### src/rtl/bgr_startup_seq.sv
// Start-up sequencer for the bandgap reference: kicks porst, waits for settling, qualifies
// the synchronized vbg_ok flag, and retries a bounded number of times before faulting.
module bgr_startup_seq #(
  parameter int unsigned PULSE_CYCLES  = 16,
  parameter int unsigned SETTLE_CYCLES = 1024,
  parameter int unsigned CHECK_CYCLES  = 64,
  parameter int unsigned DROP_CYCLES   = 4,
  parameter int unsigned MAX_RETRIES   = 3,
  localparam int unsigned RetryW = (MAX_RETRIES > 0) ? $clog2(MAX_RETRIES + 1) : 1
) (
  input  logic              clk,
  input  logic              rst_n,
  input  logic              enable,
  input  logic              vbg_ok,
  output logic              porst,
  output logic              bgr_ready,
  output logic              fault,
  output logic [RetryW-1:0] retry_cnt,
  output logic [2:0]        state
);

  localparam int unsigned TimeoutCycles = 2 * CHECK_CYCLES;
  localparam int unsigned MaxPs  = (PULSE_CYCLES > SETTLE_CYCLES) ? PULSE_CYCLES : SETTLE_CYCLES;
  localparam int unsigned CntMax = (MaxPs > TimeoutCycles) ? MaxPs : TimeoutCycles;
  localparam int unsigned CntW   = $clog2(CntMax + 1);
  localparam int unsigned GoodW  = $clog2(CHECK_CYCLES + 1);
  localparam int unsigned BadW   = $clog2(DROP_CYCLES + 1);

  localparam logic [CntW-1:0]   PulseLast   = CntW'(PULSE_CYCLES - 1);
  localparam logic [CntW-1:0]   SettleLast  = CntW'(SETTLE_CYCLES - 1);
  localparam logic [CntW-1:0]   TimeoutLast = CntW'(TimeoutCycles - 1);
  localparam logic [GoodW-1:0]  GoodTarget  = GoodW'(CHECK_CYCLES);
  localparam logic [BadW-1:0]   BadTarget   = BadW'(DROP_CYCLES);
  localparam logic [RetryW-1:0] MaxRetry    = RetryW'(MAX_RETRIES);

  typedef enum logic [2:0] {
    StIdle   = 3'd0,
    StKick   = 3'd1,
    StSettle = 3'd2,
    StCheck  = 3'd3,
    StReady  = 3'd4,
    StFault  = 3'd5
  } state_e;

  state_e            state_q, state_d;
  logic [CntW-1:0]   cnt_q, cnt_d;
  logic [GoodW-1:0]  good_q, good_d, good_nxt;
  logic [BadW-1:0]   bad_q, bad_d, bad_nxt;
  logic [RetryW-1:0] retry_q, retry_d;
  logic              sync_q, ok_s;
  logic              porst_q, ready_q, fault_q;
  logic              take_retry;

  // Saturating run-length counters of good / bad synchronized samples.
  always_comb begin
    good_nxt = '0;
    if (ok_s) good_nxt = (good_q == GoodTarget) ? good_q : good_q + GoodW'(1);
    bad_nxt = '0;
    if (!ok_s) bad_nxt = (bad_q == BadTarget) ? bad_q : bad_q + BadW'(1);
  end

  always_comb begin
    state_d    = state_q;
    cnt_d      = '0;
    good_d     = '0;
    bad_d      = '0;
    retry_d    = retry_q;
    take_retry = 1'b0;

    unique case (state_q)
      StIdle: begin
        retry_d = '0;
        if (enable) state_d = StKick;
      end
      StKick: begin
        if (cnt_q == PulseLast) state_d = StSettle;
        else                    cnt_d   = cnt_q + CntW'(1);
      end
      StSettle: begin
        if (cnt_q == SettleLast) begin
          // The sample taken on the CHECK entry edge already counts toward qualification.
          good_d  = good_nxt;
          state_d = (good_nxt == GoodTarget) ? StReady : StCheck;
        end else begin
          cnt_d = cnt_q + CntW'(1);
        end
      end
      StCheck: begin
        good_d = good_nxt;
        if (good_nxt == GoodTarget) state_d    = StReady;
        else if (cnt_q == TimeoutLast) take_retry = 1'b1;
        else                           cnt_d      = cnt_q + CntW'(1);
      end
      StReady: begin
        bad_d = bad_nxt;
        if (bad_nxt == BadTarget) take_retry = 1'b1;
      end
      StFault: ;
      default: state_d = StIdle;
    endcase

    if (take_retry) begin
      good_d = '0;
      bad_d  = '0;
      if (retry_q < MaxRetry) begin
        state_d = StKick;
        retry_d = retry_q + RetryW'(1);
      end else begin
        state_d = StFault;
      end
    end

    // Dropping enable aborts from anywhere, including mid-kick.
    if (!enable && state_q != StIdle) begin
      state_d = StIdle;
      cnt_d   = '0;
      good_d  = '0;
      bad_d   = '0;
      retry_d = '0;
    end
  end

  always_ff @(posedge clk) begin
    if (!rst_n) begin
      state_q <= StIdle;
      cnt_q   <= '0;
      good_q  <= '0;
      bad_q   <= '0;
      retry_q <= '0;
      sync_q  <= 1'b0;
      ok_s    <= 1'b0;
      porst_q <= 1'b0;
      ready_q <= 1'b0;
      fault_q <= 1'b0;
    end else begin
      state_q <= state_d;
      cnt_q   <= cnt_d;
      good_q  <= good_d;
      bad_q   <= bad_d;
      retry_q <= retry_d;
      sync_q  <= vbg_ok;
      ok_s    <= sync_q;
      // Outputs decode the next state so they move on the same edge as the transition.
      porst_q <= (state_d == StKick);
      ready_q <= (state_d == StReady);
      fault_q <= (state_d == StFault);
    end
  end

  assign porst     = porst_q;
  assign bgr_ready = ready_q;
  assign fault     = fault_q;
  assign retry_cnt = retry_q;
  assign state     = state_q;

endmodule

### config.mk
export PLATFORM = sky130hd
export DESIGN_NAME = bgr_startup_seq
export DESIGN_NICKNAME = d
export VERILOG_FILES = /design/src/rtl/bgr_startup_seq.sv
export SDC_FILE = /design/constraint.sdc
export NUM_CORES = 1
export LEC_CHECK = 0
export CAP_MARGIN = 10
export CORE_ASPECT_RATIO = 1.1
export CORE_MARGIN = 8
export CORE_UTILIZATION = 51
export DETAILED_ROUTE_END_ITERATION = 12
export HOLD_SLACK_MARGIN = 0.12
export PLACE_DENSITY = 0.75
export SYNTH_ARGS = -nofsm -noshare
export SYNTH_HDL_FRONTEND = slang
export SYNTH_SLANG_ARGS = --single-unit
export TNS_END_PERCENT = 30
### constraint.sdc
create_clock -name clk -period 2.9 [get_ports clk]
set_clock_uncertainty 0.15 [all_clocks]
set_input_delay 0.58 -clock clk [delete_from_list [all_inputs] [get_ports clk]]
set_output_delay 0.58 -clock clk [all_outputs]
set_load 0.03 [all_outputs]
# Yosys cells after proc, flatten, opt, wreduce, memory -nomap -nowiden
# Index checks and enable logic that the tools add are counted.
dict set report totals {
  register_bits 31
  output_inout_bits 8
  elab_cells 67
  inputBits 4
}
dict set report classes {
  reduce_logical 8
  bitwise 2
  n_eq_ne 15
  add_sub_neg 4
  muxes 27
  n_lt_le_gt_ge 1
}
# operator count
set op_table {}
lappend op_table {{2-to-1 mux 11 bit} 4}
lappend op_table {{case mux 11 bit (3 select lines)} 1}
lappend op_table {{2-to-1 mux 3 bit} 10}
lappend op_table {{2-to-1 mux 7 bit} 3}
lappend op_table {{== test 3 bit (second input constant)} 6}
lappend op_table {{case mux 3 bit (5 select lines)} 1}
lappend op_table {{== test 7 bit (second input constant)} 2}
lappend op_table {{case mux 7 bit (2 select lines)} 1}
lappend op_table {{adder 11 x 1 -> 11 bit (second input constant)} 1}
lappend op_table {{== test 11 x 10 -> 1 bit (second input constant)} 1}
lappend op_table {{== test 11 x 4 -> 1 bit (second input constant)} 1}
lappend op_table {{== test 11 x 7 -> 1 bit (second input constant)} 1}
lappend op_table {{adder 7 x 1 -> 7 bit (second input constant)} 1}
lappend op_table {{== test 3 x 1 -> 1 bit (second input constant)} 2}
lappend op_table {{== test 3 x 2 -> 1 bit (second input constant)} 2}
lappend op_table {{2-to-1 mux 2 bit} 3}
lappend op_table {{OR reduction 2 bit} 2}
lappend op_table {{OR reduction 4 bit} 1}
lappend op_table {{adder 3 x 1 -> 3 bit (second input constant)} 1}
lappend op_table {{logical NOT 3 bit} 1}
lappend op_table {{2-to-1 mux 1 bit} 3}
lappend op_table {{nonzero test 3 bit} 1}
lappend op_table {{OR reduction 3 bit} 1}
lappend op_table {{adder 2 x 1 -> 2 bit (second input constant)} 1}
lappend op_table {{other kinds (5)} 6}

# Longest topological paths before layout
dict set report depth {
  word_depth 10
  mapped_depth 10
  mapped_depth_nobuf 9
}

# Least setup slack after synthesis
# No wires, ideal clock.
dict set report synth_path {
  kind {reg-to-reg}
  startpoint {register good_q[0]}
  endpoint {register porst_q (netlist: porst)}
  path_slack_ns 0.219
  t_required_ns 2.632
  setup_time_ns 0.118
  arrival_time_ns 2.413
  n_path_buf 0
  period_less_slack_ns 2.681
  stages_incl_launch_ff 10
  path_cell_list {dfxtp_1 inv_1 ha_1 nand2b_1 nor3_1 a221oi_4 o2111ai_4 nand2_4 or4b_4 o2111a_1}
}
dict set report synth_between {
  elab_chain_len 10
  word_cells_on_any_way 14
  cone_classes {add/sub (1); eq/ne (3); mux (10)}
}
# item line
set synth_lines {}
lappend synth_lines {{start: declaration} 47} ;# logic [GoodW-1:0] good_q, good_d, good_nxt;
lappend synth_lines {{start signal: assignment} 138} ;# good_q <= good_d;
lappend synth_lines {{adder 7 x 1 -> 7 bit or == test 7 bit (tied branches)} 57} ;# if (ok_s) good_nxt = (good_q == GoodTarget) ? good_q : good_q + GoodW'(1);
lappend synth_lines {{2-to-1 mux 7 bit * (2 in a row)} 57}
lappend synth_lines {{== test 7 bit *} {83, 90}}
lappend synth_lines {{2-to-1 mux 3 bit} 83} ;# state_d = (good_nxt == GoodTarget) ? StReady : StCheck;
lappend synth_lines {{2-to-1 mux 3 bit} 80} ;# if (cnt_q == SettleLast) begin
lappend synth_lines {{case mux 3 bit (5 select lines)} 70} ;# unique case (state_q)
lappend synth_lines {{2-to-1 mux 3 bit *} 102} ;# if (take_retry) begin
lappend synth_lines {{2-to-1 mux 3 bit *} 114} ;# if (!enable && state_q != StIdle) begin
lappend synth_lines {{== test 3 x 1 -> 1 bit *} 144} ;# porst_q <= (state_d == StKick);
lappend synth_lines {{end signal: assignment} 144}
lappend synth_lines {{end: declaration} 51} ;# logic porst_q, ready_q, fault_q;
# Mark *: on every way between the ends. The rest lies on a longest branch, timed or not.
# A chain may end at the register's enable or synchronous reset.

# Worst setup path in the final report
dict set report layout_path {
  startpoint {register good_q[1]}
  endpoint {register porst_q (netlist: porst)}
}
# The elaborated chain is that of the path after synthesis.

==> run_results.csv <==
group,metric,value,unit
yosys,syn_avg_cell_area,8.67,µm²
power,total_power,0.772,mW
final_layout,layout.cells.most_common,"nor2_1",
clock_tree,clk_pin_slew,0.09,ns
clock_tree,clockBufferDepth,2,
place,place_area,0.00183,mm²
yosys,synth_cells,192,
global_route,antenna_found_initial,0,
sta,max_clock_freq,0.370,GHz
clock_tree,cts_tree,"done",
drt,met3_length,228,µm
global_route,grt_start_max_net_pins,14,
drt,drt-initial-drc-count,83,
final_layout,diodes,0,
yosys,syn_nets,202,
yosys,synth_area_leaders,"dfxtp_1, nor2_1, xnor2_1",
yosys,synthFlopType,"dfxtp_1",
die,core_area,0.00307,mm²
drt,firstDrtPassIters,4,
final_layout,finalCoreUtilization,61.9,%
die,fp.dieArea,0.00535,mm²
drt,drcViolationCount,0,
worst_hold_path,holdCritStartpoint,"sync_q",
power,p_leak,0.643,nW
sta,hold_ws,0.290,ns
place,dp_slack,0.0403,ns
final_layout,final_nets,220,
global_route,grt_pass1_vias,1390,
yosys,synth-seq-cells,31,
die,rows,21,
yosys,synthXorXnorAreaFrac,7.36,%
sta,setup_ws,0.197,ns
sta,tightest_slew,0.713,ns
clock_tree,cts_buffers,5,
final_layout,final_cell_area,0.00190,mm²
yosys,synth-simple-area-share,30.3,%
clock_tree,cts_resized,0,
sta,setup-tns-final,0,ns
global_route,grtUsageTotal,13.1,%
final_layout,final_cell_mix,"nor2_1, dfxtp_1, inv_1, nor3_1, clkdlybuf4s50_1",
drt,wl_per_cell,13.4,µm
drt,met1Wirelength,1430,µm
place,hpwlAfterDp,2510,µm
yosys,synth-async-reset-ratio,0,%
yosys,synth_top_area_share,37.3,%
critical_path,cp.arrival,2.77,ns
drt,viasPerCell,5.66,
drt,top_layer_used,"met4",
place,placed_cells,237,
power,p_per_area,406,mW/mm²
yosys,synthDistinctLibCells,50,
clock_tree,cts_hold_buf,0,
sta,maxSlewHeadroom,52.0,%
drt,dr_wl_met2,1570,µm
sta,finalCriticalPeriod,2.70,ns
place,finalWeightedCongestion,0.839,
final_layout,stdcell_count,244,
critical_path,rr_startpoint,"good_q[1]",
yosys,synth-compound-area-share,16.0,%
die,ios,12,
power,peakVddDrop,0.000412,V
clock_tree,cts.sinks,31,
final_layout,drive_above_1_share,11.9,%
sta,rsz0062_at_grt,"no",
clock_tree,clock_latency,0.32,ns
drt,wl,3260,µm
yosys,synthAdderAreaFrac,4.51,%
critical_path,crit_path_start_kind,"flop",
clock_tree,cts_max_level,2,
critical_path,crit_required,2.96,ns
final_layout,syn2layout_area_growth,14.4,%
yosys,ys_warn_count,0,
yosys,synthMuxAreaShare,1.28,%
clock_tree,root_buffer,"clkbuf_4",
critical_path,crit_path_start,"good_q[1]",
die,die_w,70.5,µm
place,io_buffers,11,
critical_path,crit_type,"reg -> reg",
yosys,synth_top_family_by_area,"simple AND/OR/NAND/NOR gates",
worst_hold_path,hold_class,"reg -> reg",
sta,timing.final.crit_share,93.2,%
outcome,status,"complete, no violations",
run,cap_viol_max_count,0,
critical_path,end_kind,"flop",
sta,hold_viol_final,0,
yosys,yosysTopAreaCell,"dfxtp_1",
sta,final_max_slew_viol_count,0,
yosys,yosysSeqAreaShare,37.3,%
global_route,grt_pass1_wl,5940,µm
yosys,netlist_area,0.00167,mm²
drt,ant_nets,0,
critical_path,crit_fanout,8,
global_route,grt-ovfl-total,0,
drt,vias,1382,
die,start_util,54.2,%
clock_tree,post_cts_buffers,0,
die,die_height,75.9,µm
yosys,synth-edff-count,0,
sta,final-setup-viol-count,0,
==> state kept, by name (all words and copies together), names as in the netlist <==
name       count
bgr_ready      1
good_q         7
state          3
fault          1
retry_cnt      2
ok_s           1
bad_q          3
cnt_q         11
porst          1
sync_q         1
==> final cells by class <==
cell class	count	area (µm²)
clock buffer	6	41.3
clock inverter	1	30.0
fill	258	1170
inverter	11	41.3
multi-input combinational	147	995
sequential	31	622
tap	34	42.5
timing repair buffer	14	133
==> worst max-delay path, cell delays in order (launching register included) <==
cell       delay [ns]
dfxtp_2          0.44
inv_1            0.11
ha_1             0.29
nand2b_1         0.17
o21ba_2          0.27
a221oi_4         0.09
o2111ai_4        0.30
nand2_4          0.09
or4b_4           0.54
o2111a_1         0.15
==> final timing paths <==
kind / to / slack, ns / depth (start not counted)
setup reg to reg: porst / 0.20 / 9
hold / removal: ok_s / 0.29 / 1
setup / recovery: porst / 0.20 / 9
hold reg to reg: ok_s / 0.29 / 1
==> power by group <==
group          total [mW]  switching (mW)  internal (mW)
sequential          0.431         0.00296          0.428
combinational      0.0292          0.0154         0.0137
clock               0.312           0.134          0.178
==> Yosys cell counts, types with 2 or more instances <==
cell / instances
nand3b_1: 2
and2_1: 4
a31oi_1: 2
inv_1: 11
a211o_1: 2
nand2_1: 8
dfxtp_1: 31
or3_1: 4
ha_1: 6
buf_2: 2
nor2b_1: 4
xor2_1: 5
nor3_1: 12
nand2b_1: 4
nand3_1: 10
o21ai_0: 4
a21oi_1: 8
xnor2_1: 9
nand4_1: 2
nor2_1: 32
==> cells by family after synthesis <==
kind of cell | after synthesis
flops | 31
xor+xnor | 14
mux | 2
fa+ha+maj | 6
buf+inv | 14
compound gates | 32
simple gates | 93
==> per-layer routing <==
metal	vias to the layer above	track usage [%]
met5	-	0
met4	0	4.83
met3	5	4.82
met2	43	21.6
li1	709	-
met1	625	15.1
Note: power is estimated with default switching activity, not from simulation.
